`config.mk`:
```
export PLATFORM = sky130hd
export DESIGN_NAME = sync_debounce
export DESIGN_NICKNAME = d
export VERILOG_FILES = /design/src/rtl/sync_pkg.sv /design/src/rtl/sync_chain.sv /design/src/rtl/sync_debounce.sv
export SDC_FILE = /design/constraint.sdc
export NUM_CORES = 1
export LEC_CHECK = 0
export BUFFER_PORTS_ARGS = -buffer_cell sky130_fd_sc_hd__clkbuf_2
export CAP_MARGIN = 20
export CORE_MARGIN = 2
export CORE_UTILIZATION = 45
export DETAILED_ROUTE_END_ITERATION = 10
export GPL_TIMING_DRIVEN = 1
export PLACE_DENSITY = 0.67
export SETUP_SLACK_MARGIN = 0.02
export SLEW_MARGIN = 15
export SYNTH_ARGS = -nofsm -noshare
export SYNTH_HDL_FRONTEND = slang
export SYNTH_SLANG_ARGS = --single-unit
```
`constraint.sdc`:
```
create_clock -name clk -period 1.3 [get_ports clk]
set_input_delay 0.065 -clock clk [delete_from_list [all_inputs] [get_ports clk]]
set_output_delay 0.065 -clock clk [all_outputs]
set_load 0.01 [all_outputs]
```
`src/rtl/sync_pkg.sv`:
```
`default_nettype none
// ============================================================================
// Module   : sync_pkg
// Purpose  : Shared constants and helpers for the synchroniser/debounce slice.
//            - SYNC_MIN_STAGES : smallest legal synchroniser depth
//            - SYNC_MIN_DB     : smallest legal debounce length
//            - db_cnt_w()      : width of a counter that counts 0..n-1,
//                                never narrower than one bit
// Revision : 1.0 - initial release
// ============================================================================
package sync_pkg;

  localparam int SYNC_MIN_STAGES = 2;
  localparam int SYNC_MIN_DB     = 1;

  // A debounce length of 1 only ever needs the value 0, which $clog2 reports
  // as zero bits; keep at least one bit so the counter stays a real vector.
  function automatic int db_cnt_w(input int n);
    int w;
    w = $clog2(n);
    return (w < 1) ? 1 : w;
  endfunction

endpackage : sync_pkg
`default_nettype wire

```
`src/rtl/sync_chain.sv`:
```
`default_nettype none
// ============================================================================
// Module   : sync_chain
// Purpose  : Single-bit metastability synchroniser, STAGES flops deep, with
//            an asynchronous active-low reset to a 1-bit reset value.
// Ports    : clk     - destination clock, rising edge
//            reset_n - asynchronous active-low reset
//            d       - asynchronous input bit
//            q       - synchronised bit (last flop of the chain)
// Revision : 1.0 - initial release
// ============================================================================
module sync_chain
  import sync_pkg::*;
#(
  parameter int   STAGES    = 2,
  parameter logic RESET_VAL = 1'b0
) (
  input  logic clk,
  input  logic reset_n,
  input  logic d,
  output logic q
);

  if (STAGES < SYNC_MIN_STAGES) begin : g_chk_stages
    $error("sync_chain: STAGES must be >= %0d", SYNC_MIN_STAGES);
  end

  // The attributes keep the chain flops from being merged, retimed or pushed
  // into SRLs and let the tools place them back to back for maximum MTBF.
  (* ASYNC_REG = "TRUE", keep = "true" *)
  logic [STAGES-1:0] r_stage;

  // Bit 0 samples the raw input; each edge shifts one position toward MSB.
  always_ff @(posedge clk or negedge reset_n) begin
    if (!reset_n) begin
      r_stage <= {STAGES{RESET_VAL}};
    end else begin
      r_stage <= {r_stage[STAGES-2:0], d};
    end
  end

  assign q = r_stage[STAGES-1];

endmodule : sync_chain
`default_nettype wire

```
`src/rtl/sync_debounce.sv`:
```
`default_nettype none
// ============================================================================
// Module   : sync_debounce
// Purpose  : WIDTH independent asynchronous inputs are synchronised through
//            STAGES-deep flop chains, then each synchronised bit is filtered
//            by a stability counter. The level only follows the synchronised
//            value once it has disagreed with the level for DB_CYCLES
//            consecutive cycles; the change is flagged by a one-cycle rise or
//            fall pulse.
// Ports    : clk     - sole clock, all flops rising edge
//            reset_n - asynchronous active-low reset (release is assumed to
//                      be synchronised to clk upstream)
//            d       - WIDTH raw asynchronous inputs
//            q       - WIDTH synchronised raw values (chain outputs)
//            level   - WIDTH debounced levels
//            rise    - WIDTH one-cycle pulses on level 0->1
//            fall    - WIDTH one-cycle pulses on level 1->0
//            Every output is a flop output; nothing is combinational from d.
// Revision : 1.0 - initial release
// ============================================================================
module sync_debounce
  import sync_pkg::*;
#(
  parameter int               WIDTH     = 4,
  parameter int               STAGES    = 2,
  parameter int               DB_CYCLES = 4,
  parameter logic [WIDTH-1:0] RESET_VAL = '0
) (
  input  logic             clk,
  input  logic             reset_n,
  input  logic [WIDTH-1:0] d,
  output logic [WIDTH-1:0] q,
  output logic [WIDTH-1:0] level,
  output logic [WIDTH-1:0] rise,
  output logic [WIDTH-1:0] fall
);

  // --------------------------------------------------------------------------
  // Parameter legality
  // --------------------------------------------------------------------------
  if (WIDTH < 1) begin : g_chk_width
    $error("sync_debounce: WIDTH must be >= 1");
  end

  if (STAGES < SYNC_MIN_STAGES) begin : g_chk_stages
    $error("sync_debounce: STAGES must be >= %0d", SYNC_MIN_STAGES);
  end

  if (DB_CYCLES < SYNC_MIN_DB) begin : g_chk_db
    $error("sync_debounce: DB_CYCLES must be >= %0d", SYNC_MIN_DB);
  end

  // --------------------------------------------------------------------------
  // Constants
  // --------------------------------------------------------------------------
  localparam int                 c_cnt_w   = db_cnt_w(DB_CYCLES);
  // Terminal count: the disagreement has been seen DB_CYCLES times once the
  // counter already holds DB_CYCLES-1 and the mismatch is still present.
  localparam logic [c_cnt_w-1:0] c_cnt_max = c_cnt_w'(DB_CYCLES - 1);
  localparam logic [c_cnt_w-1:0] c_cnt_one = c_cnt_w'(1);

  // --------------------------------------------------------------------------
  // Per-channel synchroniser + debounce
  // --------------------------------------------------------------------------
  logic [WIDTH-1:0] w_q;

  for (genvar i = 0; i < WIDTH; i++) begin : g_ch

    sync_chain #(
      .STAGES    (STAGES),
      .RESET_VAL (RESET_VAL[i])
    ) u_chain (
      .clk     (clk),
      .reset_n (reset_n),
      .d       (d[i]),
      .q       (w_q[i])
    );

    logic [c_cnt_w-1:0] r_cnt;
    logic               r_level;
    logic               r_rise;
    logic               r_fall;
    logic               w_diff;
    logic               w_done;

    // w_diff: synchronised value disagrees with the debounced level.
    // w_done: that disagreement has now lasted DB_CYCLES consecutive edges.
    assign w_diff = w_q[i] ^ r_level;
    assign w_done = w_diff && (r_cnt == c_cnt_max);

    always_ff @(posedge clk or negedge reset_n) begin
      if (!reset_n) begin
        r_cnt   <= '0;
        r_level <= RESET_VAL[i];
        r_rise  <= 1'b0;
        r_fall  <= 1'b0;
      end else begin
        // Pulses are recomputed every edge, so they last exactly one cycle.
        // Only one of them can be set since w_q[i] selects the direction.
        r_rise <= w_done &  w_q[i];
        r_fall <= w_done & ~w_q[i];

        if (w_done) begin
          r_level <= w_q[i];
          r_cnt   <= '0;
        end else if (w_diff) begin
          // Cannot overflow: reaching c_cnt_max with w_diff takes the branch
          // above, and a cleared mismatch drops to the branch below.
          r_cnt   <= r_cnt + c_cnt_one;
        end else begin
          // A glitch shorter than DB_CYCLES ends here; level is untouched and
          // the next mismatch counts from zero again.
          r_cnt   <= '0;
        end
      end
    end

    assign level[i] = r_level;
    assign rise[i]  = r_rise;
    assign fall[i]  = r_fall;

  end : g_ch

  assign q = w_q;

endmodule : sync_debounce
`default_nettype wire

```
==> key figures <==
Status
  – Status: completed

Placement
  – I/O Buffers: 21
  – GPL Wtd Cong: 0.6240
  – Placed Cells: 110
  – Pre-CTS setup slack: between 0.2 and 0.25 ns
  – Dpl hpwl: 872.1 um

Cells and area
  – Final Net Count: approximately 100
  – Filler Cell Count: ~200
  – Area Growth Syn to Fin: 11.34%
  – Core Util, Final: 0.5389
  – ANT cells: 0
  – Fin cells: roughly 120
  – Layout cells sized above 1: 0.3407

Setup path
  – R2R depth: 2
  – Worst Setup EP: g_ch[3].r_level$_DFFE_PN0P_
  – Top delay family on crit path: flip-flops
  – Critical path type: flip-flop to flip-flop
  – Slowest cell on crit path: dfrtp_1
  – CP max FO: 5
  – Worst setup EP type: flip-flop
  – CP startpoint: g_ch[3].r_cnt[0]$_DFF_PN0_
  – Worst path bufs/invs: 0
  – R2R Setup Slk: 0.21 ns
  – Critical path depth: 2
  – Reg2reg start: g_ch[3].r_cnt[0]$_DFF_PN0_
  – Critical Path Source Type: flip-flop
  – Arrival time at the worst endpoint: 1.30 ns
  – Worst EP required: 1.52 ns
  – CP max stage delay: between 0.3 and 0.4 ns
  – Crit Reg-Reg Endpoint: g_ch[3].r_level$_DFFE_PN0P_
  – CP Cell Sequence: ha_1 > mux2_2

Route
  – DRT antenna net count: 0
  – DR vias: 530
  – Residual DRC count: 0
  – DRT Pass-1 Iters: 1
  – Detailed Route WL: 1271 um
  – Vias per cell: 4.454
  – Initial drt markers: 0
  – Avg WL per Cell: around 11 um

Yosys
  – Sequential share of the synthesized area: 0.6481
  – Main combinational cell family by area after synthesis: simple AND/OR/NAND/NOR gates
  – Ys async rst share: 1.000
  – Post-synth net total: 87
  – Netlist Area Pre-Place: around 0.0011 mm2
  – Syn Inst Count: 77
  – Yosys reg bits: 28
  – Top_reg_cell synth: dfrtp_1
  – Synth Area in Compound Gates: 0.009259
  – Most frequent cells after synthesis: dfrtp_1, buf_4
  – Xor/xnor share of the synthesized area: 0.03241
  – Syn. warnings: 0
  – Syn avg cell area: 14.04 um2
  – Synthesized-area fraction occupied by adder cells: 0.04630
  – EDFF count, synth: 0
  – Synth Area in Simple Gates: 0.1250
  – Proportion of synthesized area in mux cells: 0.02083
  – Count leader, synth: dfrtp_1
  – Ranking of synthesized cells by area: dfrtp_1, buf_4, ha_1, nor3b_2, and3b_1
  – Area leader, netlist: dfrtp_1
  – Post-synth top area share: 0.6481
  – Distinct cells, synth: 13

Die
  – Die height: 53.02 um
  – Starting Density: 0.4840
  – Die W: 53.02 um
  – Core ar.: 0.002233 mm2
  – Rows: 17
  – I/O pin cnt: 22
  – Die area: between 0.002 and 0.003 mm2

STA
  – Worst setup margin: 0.2127 ns
  – RSZ-0062 raised after global routing: false
  – Fin crit period: roughly 1.1 ns
  – Fmax achieved: 0.9197 GHz
  – Final period util: 0.8364
  – TNS Setup: 0 ns
  – Layout Skew: 0.0008335 ns
  – Slew @ Worst Pin: 0.6561 ns
  – Final count of hold timing violations: 0
  – Hold Slack: 0.2919 ns
  – Endpoints failing setup: 0
  – Max Slew Vio Count: 0
  – Slew HR: 0.5626

GRT
  – Largest net degree at the start of global routing: 29
  – Gr ovfl total: 0
  – GRT Util Overall: 0.1146
  – First-pass GRT wire length: 2194 um
  – Initial antenna violation count: 0
  – Vias in the first global route: 506

Power and ir drop
  – Pwr dens: 1870 mW/mm2
  – VDD IR max: 0.8681 mV
  – LEAKAGE: 0.6220 nW

Clocking
  – Deepest clock path buffer count: 2
  – Gates resized, CTS repair: 0
  – Reg clk slew, reported paths: roughly 0.13 ns
  – Clk_lat worst skew: 0.31 ns
  – CTS tree: built
  – CTS H-tree depth: 1
  – Root buffer cell: clkbuf_4
  – Total CTS buffers: 3
  – Clk sinks: 28

Hold path
  – HP Class: primary input to async pin

Job
  – Maxcap violations: 0
## cell families after synthesis
group | Yosys count
flops | 28
simple gates | 19
buf+inv | 18
xor+xnor | 4
fa+ha+maj | 4
compound gates | 2
mux | 2
## area by class of cell
type                            count  area, um2  share of cell area
Clock buffer                        3      22.52             0.01871
Clock inverter                      1      30.03             0.02495
Inverter                            2      7.507            0.006237
Multi-Input combinational cell     31      252.7              0.2100
Sequential cell                    28      700.7              0.5821
Tap cell                           28      35.03             0.02911
Timing Repair Buffer               26      155.1              0.1289
## worst min-delay path by stage
stage | startpoint | to | slack (ns) | cells past startpoint
6_report | reset_n | g_ch[0].r_fall$_DFF_PN0_ | 0.29 | 2
5_1_grt | reset_n | g_ch[3].r_level$_DFFE_PN0P_ | 0.33 | 2
4_1_cts | reset_n | g_ch[1].r_rise$_DFF_PN0_ | 0.30 | 2
3_5_place_dp | reset_n | g_ch[0].r_rise$_DFF_PN0_ | 0.13 | 1
3_3_place_gp | reset_n | g_ch[0].r_fall$_DFF_PN0_ | 0.13 | 1
2_1_floorplan | reset_n | g_ch[0].r_cnt[0]$_DFF_PN0_ | -0.23 | 0
## power breakdown
| group | internal [mW] | total, mW | switching [mW] |
|---|---|---|---|
| clock | 0.312 | 0.540 | 0.229 |
| combinational | 0.278 | 0.519 | 0.241 |
| sequential | 1.05 | 1.19 | 0.136 |
| total | 1.64 | 2.25 | 0.606 |
## worst register-to-register path, stage by stage, from the launching register on
cell	delay, ns
dfrtp_1	0.38
ha_1	0.25
mux2_2	0.35
## layer usage
metal | wire (um) | GRT usage | vias up
li1 | - | - | 263
met1 | 570 | 0.1373 | 251
met2 | 619 | 0.1771 | 14
met3 | 65 | 0.03390 | 2
met4 | 16 | 0.07692 | 0
met5 | 0 | 0 | -
## flip-flops by register name (all words and copies together) (netlist names)
signal,count
g_ch.r_rise,4
g_ch.r_fall,4
g_ch.u_chain.r_stage,8
g_ch.r_level,4
g_ch.r_cnt,8
## stage by stage
step	cell area [um2]	power, mW
2_1_floorplan	1081	1.652
3_3_place_gp	1101	1.700
3_5_place_dp	1101	1.724
4_1_cts	1204	2.298
5_1_grt	1204	2.426
6_report	1204	2.250
## placed cells by master, fill, tap and decap left out, drive strengths merged
cell type,n
dfrtp,28
o21ai,2
clkbuf,24
dlygate4sd3,5
ha,4
xnor2,4
and3b,4
inv,2
mux2,2
nor3b,5
nor3,4
nand2,3
nor2,3
bufinv,1
## what timing repair did
item,4_1_cts,5_1_grt
hold buffers,5,0
hold endpoints to repair,32,0
setup buffers,0,0
No activity file was read; power rests on OpenSTA's default activity.
